### config.mk
export PLATFORM = sky130hd
export DESIGN_NAME = prv_seq_alu
export DESIGN_NICKNAME = d
export VERILOG_FILES = /design/src/rtl/prv_seq_alu_pkg.sv /design/src/rtl/prv_seq_alu_shifter.sv /design/src/rtl/prv_seq_alu.sv
export SDC_FILE = /design/constraint.sdc
export NUM_CORES = 1
export LEC_CHECK = 0
export CAP_MARGIN = 0
export CELL_PAD_IN_SITES_DETAIL_PLACEMENT = 1
export CELL_PAD_IN_SITES_GLOBAL_PLACEMENT = 2
export CORE_ASPECT_RATIO = 0.5
export CORE_UTILIZATION = 39
export CTS_CLUSTER_DIAMETER = 150
export DETAILED_ROUTE_END_ITERATION = 16
export PLACE_DENSITY = 0.95
export SLEW_MARGIN = 20
export SYNTH_ARGS = -nofsm -noshare
export SYNTH_HDL_FRONTEND = slang
export SYNTH_SLANG_ARGS = --single-unit
### constraint.sdc
create_clock -name clk -period 16.9 [get_ports clk]
set_clock_uncertainty 0.05 [all_clocks]
set_input_delay 3.38 -clock clk [delete_from_list [all_inputs] [get_ports clk]]
set_output_delay 3.38 -clock clk [all_outputs]
set_load 0.01 [all_outputs]
### src/rtl/prv_seq_alu_pkg.sv
// ============================================================================
// prv_seq_alu_pkg : shared op codes, FSM states and operand-sign helpers
// Rev 1.0
// ============================================================================
`default_nettype none

package prv_seq_alu_pkg;

  localparam logic [3:0] ALU_ADD  = 4'd0;
  localparam logic [3:0] ALU_SUB  = 4'd1;
  localparam logic [3:0] ALU_PASS = 4'd2;
  localparam logic [3:0] ALU_OR   = 4'd3;
  localparam logic [3:0] ALU_AND  = 4'd4;
  localparam logic [3:0] ALU_XOR  = 4'd5;
  localparam logic [3:0] ALU_SRL  = 4'd6;
  localparam logic [3:0] ALU_SRA  = 4'd7;
  localparam logic [3:0] ALU_SLL  = 4'd8;
  localparam logic [3:0] ALU_SLT  = 4'd9;
  localparam logic [3:0] ALU_SLTU = 4'd10;

  localparam logic [2:0] M_MUL    = 3'd0;
  localparam logic [2:0] M_MULH   = 3'd1;
  localparam logic [2:0] M_MULHSU = 3'd2;
  localparam logic [2:0] M_MULHU  = 3'd3;
  localparam logic [2:0] M_DIV    = 3'd4;
  localparam logic [2:0] M_DIVU   = 3'd5;
  localparam logic [2:0] M_REM    = 3'd6;
  localparam logic [2:0] M_REMU   = 3'd7;

  typedef enum logic [1:0] {
    IDLE = 2'd0,
    CALC = 2'd1,
    DONE = 2'd2
  } state_e;

  function automatic logic m_signed_a(input logic [2:0] f3);
    return (f3 == M_MUL) || (f3 == M_MULH) || (f3 == M_MULHSU) ||
           (f3 == M_DIV) || (f3 == M_REM);
  endfunction

  function automatic logic m_signed_b(input logic [2:0] f3);
    return (f3 == M_MUL) || (f3 == M_MULH) || (f3 == M_DIV) || (f3 == M_REM);
  endfunction

endpackage

`default_nettype wire

### src/rtl/prv_seq_alu_shifter.sv
// ============================================================================
// prv_shifter_p : log-stage barrel shifter (SRL / SRA / SLL)
// Rev 1.0
// ============================================================================
`default_nettype none

module prv_shifter_p #(
  parameter int XLEN = 32,
  parameter int SHW  = $clog2(XLEN)
) (
  input  logic [XLEN-1:0] data_i,
  input  logic [SHW-1:0]  shamt_i,
  input  logic            left_i,
  input  logic            arith_i,
  output logic [XLEN-1:0] data_o
);

  logic [XLEN-1:0] src;
  logic [XLEN-1:0] res;
  logic            fill;

  // Left shifts reuse the right-shift stages on a bit-reversed operand.
  for (genvar i = 0; i < XLEN; i++) begin : g_rev
    assign src[i]    = left_i ? data_i[XLEN-1-i] : data_i[i];
    assign data_o[i] = left_i ? res[XLEN-1-i]    : res[i];
  end

  assign fill = arith_i & ~left_i & data_i[XLEN-1];

  always_comb begin
    res = src;
    for (int k = 0; k < SHW; k++) begin
      if (shamt_i[k]) begin
        res = (res >> (1 << k)) | (fill ? ~({XLEN{1'b1}} >> (1 << k)) : '0);
      end
    end
  end

endmodule

`default_nettype wire

### src/rtl/prv_seq_alu.sv
// ============================================================================
// prv_seq_alu : single-cycle base ALU plus iterative RV M-extension mul/div
// Rev 1.0
// ============================================================================
`default_nettype none

module prv_seq_alu
  import prv_seq_alu_pkg::*;
#(
  parameter int XLEN = 32,
  parameter int SHW  = $clog2(XLEN)
) (
  input  logic            clk,
  input  logic            rst,
  input  logic            in_valid,
  output logic            in_ready,
  input  logic [XLEN-1:0] a,
  input  logic [XLEN-1:0] b,
  input  logic [3:0]      alufn,
  input  logic            m_en,
  input  logic [2:0]      m_funct3,
  output logic            out_valid,
  input  logic            out_ready,
  output logic [XLEN-1:0] r,
  output logic            cf,
  output logic            zf,
  output logic            vf,
  output logic            sf
);

  localparam int              CW       = SHW + 1;
  localparam logic [CW-1:0]   CNT_LOAD = CW'(XLEN);
  localparam logic [XLEN-1:0] SMIN     = {1'b1, {(XLEN-1){1'b0}}};

  state_e          state_q, state_d;
  logic [XLEN-1:0] r_q, r_d;
  logic            cf_q, cf_d, zf_q, zf_d, vf_q, vf_d, sf_q, sf_d;
  logic [CW-1:0]   cnt_q, cnt_d;
  logic [2:0]      op_q, op_d;
  logic [XLEN-1:0] hi_q, hi_d, lo_q, lo_d, opnd_q, opnd_d;
  logic            qneg_q, qneg_d, rneg_q, rneg_d;

  // Base ALU: one adder shared by ADD and every subtract-type op.
  logic            sub_mode;
  logic [XLEN-1:0] b_op, sum, sh_res, base_res;
  logic [XLEN:0]   sum_ext;
  logic            add_c, add_z, add_v, add_s;

  assign sub_mode = (alufn != ALU_ADD);
  assign b_op     = sub_mode ? ~b : b;
  assign sum_ext  = {1'b0, a} + {1'b0, b_op} + {{XLEN{1'b0}}, sub_mode};
  assign sum      = sum_ext[XLEN-1:0];
  assign add_c    = sum_ext[XLEN];
  assign add_z    = (sum == '0);
  assign add_s    = sum[XLEN-1];
  assign add_v    = (a[XLEN-1] == b_op[XLEN-1]) && (sum[XLEN-1] != a[XLEN-1]);

  prv_shifter_p #(.XLEN(XLEN), .SHW(SHW)) u_shifter (
    .data_i  (a),
    .shamt_i (b[SHW-1:0]),
    .left_i  (alufn == ALU_SLL),
    .arith_i (alufn == ALU_SRA),
    .data_o  (sh_res)
  );

  always_comb begin
    base_res = '0;
    case (alufn)
      ALU_ADD, ALU_SUB: base_res = sum;
      ALU_PASS:         base_res = b;
      ALU_OR:           base_res = a | b;
      ALU_AND:          base_res = a & b;
      ALU_XOR:          base_res = a ^ b;
      ALU_SRL, ALU_SRA, ALU_SLL: base_res = sh_res;
      ALU_SLT:          base_res = {{(XLEN-1){1'b0}}, add_s ^ add_v};
      ALU_SLTU:         base_res = {{(XLEN-1){1'b0}}, ~add_c};
      default:          base_res = '0;
    endcase
  end

  // M-op setup: the iterative core works on magnitudes only.
  logic            a_neg, b_neg, is_div, div_zero, div_ovf, m_bypass;
  logic [XLEN-1:0] a_mag, b_mag, bypass_res;

  assign a_neg    = m_signed_a(m_funct3) & a[XLEN-1];
  assign b_neg    = m_signed_b(m_funct3) & b[XLEN-1];
  assign a_mag    = a_neg ? -a : a;
  assign b_mag    = b_neg ? -b : b;
  assign is_div   = m_funct3[2];
  assign div_zero = (b == '0);
  assign div_ovf  = ((m_funct3 == M_DIV) || (m_funct3 == M_REM)) &&
                    (a == SMIN) && (b == '1);
  assign m_bypass = is_div && (div_zero || div_ovf);

  always_comb begin
    if (div_zero) bypass_res = m_funct3[1] ? a : '1;
    else          bypass_res = m_funct3[1] ? '0 : a;
  end

  // One shift-add or restoring-divide step; hi holds product-high / remainder.
  logic [XLEN:0]     madd, rem_sh;
  logic [XLEN-1:0]   dsub, hi_n, lo_n, m_res;
  logic [2*XLEN-1:0] prod;
  logic              dge;

  assign madd   = {1'b0, hi_q} + {1'b0, (lo_q[0] ? opnd_q : '0)};
  assign rem_sh = {hi_q, lo_q[XLEN-1]};
  assign dge    = (rem_sh >= {1'b0, opnd_q});
  assign dsub   = rem_sh[XLEN-1:0] - opnd_q;

  always_comb begin
    if (op_q[2]) begin
      hi_n = dge ? dsub : rem_sh[XLEN-1:0];
      lo_n = {lo_q[XLEN-2:0], dge};
    end else begin
      hi_n = madd[XLEN:1];
      lo_n = {madd[0], lo_q[XLEN-1:1]};
    end
  end

  assign prod = qneg_q ? -{hi_n, lo_n} : {hi_n, lo_n};

  always_comb begin
    m_res = '0;
    case (op_q)
      M_MUL:                     m_res = prod[XLEN-1:0];
      M_MULH, M_MULHSU, M_MULHU: m_res = prod[2*XLEN-1:XLEN];
      M_DIV, M_DIVU:             m_res = qneg_q ? -lo_n : lo_n;
      default:                   m_res = rneg_q ? -hi_n : hi_n;
    endcase
  end

  always_comb begin
    state_d = state_q;
    r_d     = r_q;
    cf_d    = cf_q;
    zf_d    = zf_q;
    vf_d    = vf_q;
    sf_d    = sf_q;
    cnt_d   = cnt_q;
    op_d    = op_q;
    hi_d    = hi_q;
    lo_d    = lo_q;
    opnd_d  = opnd_q;
    qneg_d  = qneg_q;
    rneg_d  = rneg_q;
    case (state_q)
      IDLE: begin
        if (in_valid) begin
          if (!m_en) begin
            state_d = DONE;
            r_d     = base_res;
            cf_d    = add_c;
            zf_d    = add_z;
            vf_d    = add_v;
            sf_d    = add_s;
          end else if (m_bypass) begin
            state_d = DONE;
            r_d     = bypass_res;
            cf_d    = 1'b0;
            zf_d    = (bypass_res == '0);
            vf_d    = 1'b0;
            sf_d    = 1'b0;
          end else begin
            state_d = CALC;
            cnt_d   = CNT_LOAD;
            op_d    = m_funct3;
            hi_d    = '0;
            lo_d    = is_div ? a_mag : b_mag;
            opnd_d  = is_div ? b_mag : a_mag;
            qneg_d  = a_neg ^ b_neg;
            rneg_d  = a_neg;
          end
        end
      end
      CALC: begin
        cnt_d = cnt_q - 1'b1;
        hi_d  = hi_n;
        lo_d  = lo_n;
        // Last step and sign fix-up share one cycle.
        if (cnt_q == CW'(1)) begin
          state_d = DONE;
          r_d     = m_res;
          cf_d    = 1'b0;
          zf_d    = (m_res == '0);
          vf_d    = 1'b0;
          sf_d    = 1'b0;
        end
      end
      DONE: begin
        if (out_ready) state_d = IDLE;
      end
      default: state_d = IDLE;
    endcase
  end

  always_ff @(posedge clk) begin
    if (rst) begin
      state_q <= IDLE;
      r_q     <= '0;
      cf_q    <= 1'b0;
      zf_q    <= 1'b0;
      vf_q    <= 1'b0;
      sf_q    <= 1'b0;
      cnt_q   <= '0;
      op_q    <= '0;
      hi_q    <= '0;
      lo_q    <= '0;
      opnd_q  <= '0;
      qneg_q  <= 1'b0;
      rneg_q  <= 1'b0;
    end else begin
      state_q <= state_d;
      r_q     <= r_d;
      cf_q    <= cf_d;
      zf_q    <= zf_d;
      vf_q    <= vf_d;
      sf_q    <= sf_d;
      cnt_q   <= cnt_d;
      op_q    <= op_d;
      hi_q    <= hi_d;
      lo_q    <= lo_d;
      opnd_q  <= opnd_d;
      qneg_q  <= qneg_d;
      rneg_q  <= rneg_d;
    end
  end

  assign in_ready  = (state_q == IDLE);
  assign out_valid = (state_q == DONE);
  assign r         = r_q;
  assign cf        = cf_q;
  assign zf        = zf_q;
  assign vf        = vf_q;
  assign sf        = sf_q;

endmodule

`default_nettype wire

==> results.toml <==
[layout]
fin_util = 0.437
multi_input_area_mm2 = 0.0187
drive_gt1_frac = 0.0532
area_growth_pct = 9.69
fillers = 7325
regArea_mm2 = 0.00291
fin_nets = 3543

[clock_tree]
cts.path.max_buffers = 2
cts_made_buffers = 17
cts_sinks = 145
path_clk_slew_ns = 0.08
cts_tree = "built"
htreeDepth = 4
cts_setup_buffers = 0
holdBufCountCts = 0
clock_latency_ns = 0.45
cts_resized = 0
cts-root-buf = "clkbuf_16"

[route]
drc = 0
wl_per_cell_um = 28.1
drt-total-wl_mm = 115
drt_iter0_markers = 3278
vias_per_cell = 6.70
dr.pass1.iters = 8
antenna_left = 0
vias = 27400

[sta]
max_freq_mhz = 101
rsz0062_at_grt = "false"
worst_pin_slew_ns = 1.20
relSlewSlack = 0.195
report.final.slew_viol_count = 0
hold_viol = 0
setup_violations = 0
tns_ns = 0
period_share = 0.585
period_needed_ns = 9.89

[pwr]
powerDensity_mw_per_mm2 = 75.3
peakVddDrop_mv = 0.0541
p_leak_uw = 0.00975

[die]
core.rowCount = 62
fp.dieArea_mm2 = 0.0603
dieWidth_um = 346
initial_core_util = 0.399
die_h_um = 174
ios = 114
core_mm2 = 0.0579

[synthesis]
synth_cell_types = 102
async_flop_share = 0
yosysSeqAreaShare = 0.126
synth_top_flop_cell = "dfxtp_1"
synth_area_mm2 = 0.0231
synth_nets = 3602
synth_top_area_share = 0.126
synth_edf_count = 0
ys_seq_elements = 145
ys_warn_count = 0
avgSynthCellArea_um2 = 6.88
syn_inst = 3357
synth.top_cells.by_area = "dfxtp_1 13%, ha_1 9.0%, xnor2_1 7.0%"
synth_top_area_cell = "dfxtp_1"

[worst_setup_path]
cp_max_fo = 57
cp.arrival_ns = 10.23
r2r-start = "opnd_q[1]$_SDFFE_PP0P_"
setup.worst_path.start = "b[1]"
criticalPathCategory = "primary input to register"
start_kind = "primary input"
end_kind = "register"
cp_data_required_time_ns = 17.24

[worst_hold_path]
hp-class = "register to register"
hp-start = "r[13]$_SDFFE_PP0P_"

[grt]
grt_max_degree = 77
antenna_found_initial = 3
overflow = 0
grt_pass1_wl_mm = 171
track_usage = 0.370
grt_pass1_vias = 26100

[placed_design]
hpwl_mm = 88.5
place.gp.congestion = 1.01
io_buffers = 113

[job]
maxCapViolCount = 0

[run_status]
run_status = "complete, no violations"
worst max-delay path: stages:
cell and delay, ns:
clkdlybuf4s50_1 0.74, inv_2 0.81, ha_1 0.32, or3b_2 0.49
nor4_2 0.42, nand4_1 0.36, nor4_4 0.25, o21ai_1 0.13
a21oi_1 0.17, nor2_1 0.09, or3_2 0.92, a21o_1 0.39
or4_1 0.51, nor4_1 0.24, nand4b_1 0.14, nor4_1 0.32
nand4_1 0.19, nor3_1 0.20, or3_1 0.13
report_power, final:
| part | leakage [µW] | switching, µW | internal (µW) |
|---|---|---|---|
| clock network | 0.000289 | 194 | 212 |
| registers | 0.00118 | 36.8 | 370 |
| logic | 0.00827 | 736 | 361 |
| total | 0.00975 | 967 | 943 |
kinds of logic after synthesis:
family | Yosys count | share of synthesized area
simple gates | 1189 | 0.244
compound gates | 1057 | 0.306
buf+inv | 401 | 0.0681
xor+xnor | 225 | 0.0853
fa+ha+maj | 171 | 0.0933
mux | 169 | 0.0774
flops | 145 | 0.126
placed cells by master (no fill, tap or decap), types with 59 or more instances in the layout:
master / netlist / layout
dfxtp_1: 145 / 144
a22oi_1: 59 / 59
a21oi_1: 259 / 259
nor3_1: 98 / 94
o211ai_1: 77 / 77
nor2_1: 351 / 350
inv_1: 142 / 142
clkdlybuf4s50_1: 0 / 111
nand3_1: 62 / 61
o21ai_0: 208 / 207
xnor2_1: 186 / 186
mux2i_1: 155 / 155
nand2_1: 371 / 371
a211oi_1: 72 / 72
buf_4: 2 / 65
ha_1: 166 / 166
layer usage:
| layer | vias to the layer above | track usage | part of all wire |
|---|---|---|---|
| met5 | - | 0 | 0 |
| met4 | 0 | 0.136 | 0.039 |
| met3 | 237 | 0.0640 | 0.094 |
| met2 | 1359 | 0.567 | 0.43 |
| met1 | 13600 | 0.516 | 0.44 |
| li1 | 12200 | - | - |
flip-flops by register name (all words and copies together), names as in the netlist:
| register | flops |
|---|---|
| cf | 1 |
| cnt_q | 6 |
| hi_q | 32 |
| lo_q | 32 |
| op_q | 3 |
| opnd_q | 32 |
| qneg_q | 1 |
| r | 32 |
| rneg_q | 1 |
| sf | 1 |
| state_q | 2 |
| vf | 1 |
| zf | 1 |
cells in the mapped netlist (all sizes together), types with 19 or more instances:
master / instances
a22oi: 59
and3: 25
mux2i: 155
nand2: 371
a31oi: 51
ha: 166
inv: 145
o21ai: 216
buf: 54
clkbuf: 202
nand4: 37
nor4: 43
o21a: 19
xor2: 39
nor2: 352
and2: 59
o31ai: 36
o211ai: 78
nor3: 98
dfxtp: 145
a211oi: 74
or3: 27
a21o: 42
a21oi: 261
xnor2: 186
nand3: 62
nand2b: 25
a221oi: 54
path summary, 6_finish.rpt:
check / to / slack (ns) / cells past startpoint
worst max-delay path: zf$_SDFFE_PP0P_ / 7.01 / 19
worst min-delay path: r[13]$_SDFFE_PP0P_ / 0.41 / 2
worst max register to register: zf$_SDFFE_PP0P_ / 9.03 / 24
worst min register to register: r[13]$_SDFFE_PP0P_ / 0.41 / 2
cell type report:
class / count / area share
Antenna cell: 2 / 0.000197
Clock inverter: 14 / 0.00632
Tap cell: 768 / 0.0379
Sequential cell: 145 / 0.115
Timing Repair Buffer: 178 / 0.0641
Clock buffer: 18 / 0.0169
Inverter: 145 / 0.0215
Multi-Input combinational cell: 2811 / 0.738
metrics by stage:
step	hold WS (ns)	setup slack [ns]	instance area, µm²	std cells	power [µW]
floorplan	0.390	8.58	23100	3357	1090
CTS	0.416	7.21	25300	4078	1870
finish	0.413	7.01	25300	4081	1910
global placement	0.396	6.81	24700	4046	1440
global route	0.440	6.63	25300	4080	1990
detailed placement	0.406	6.76	24700	4046	1460
No activity file was read; power rests on OpenSTA's default activity.
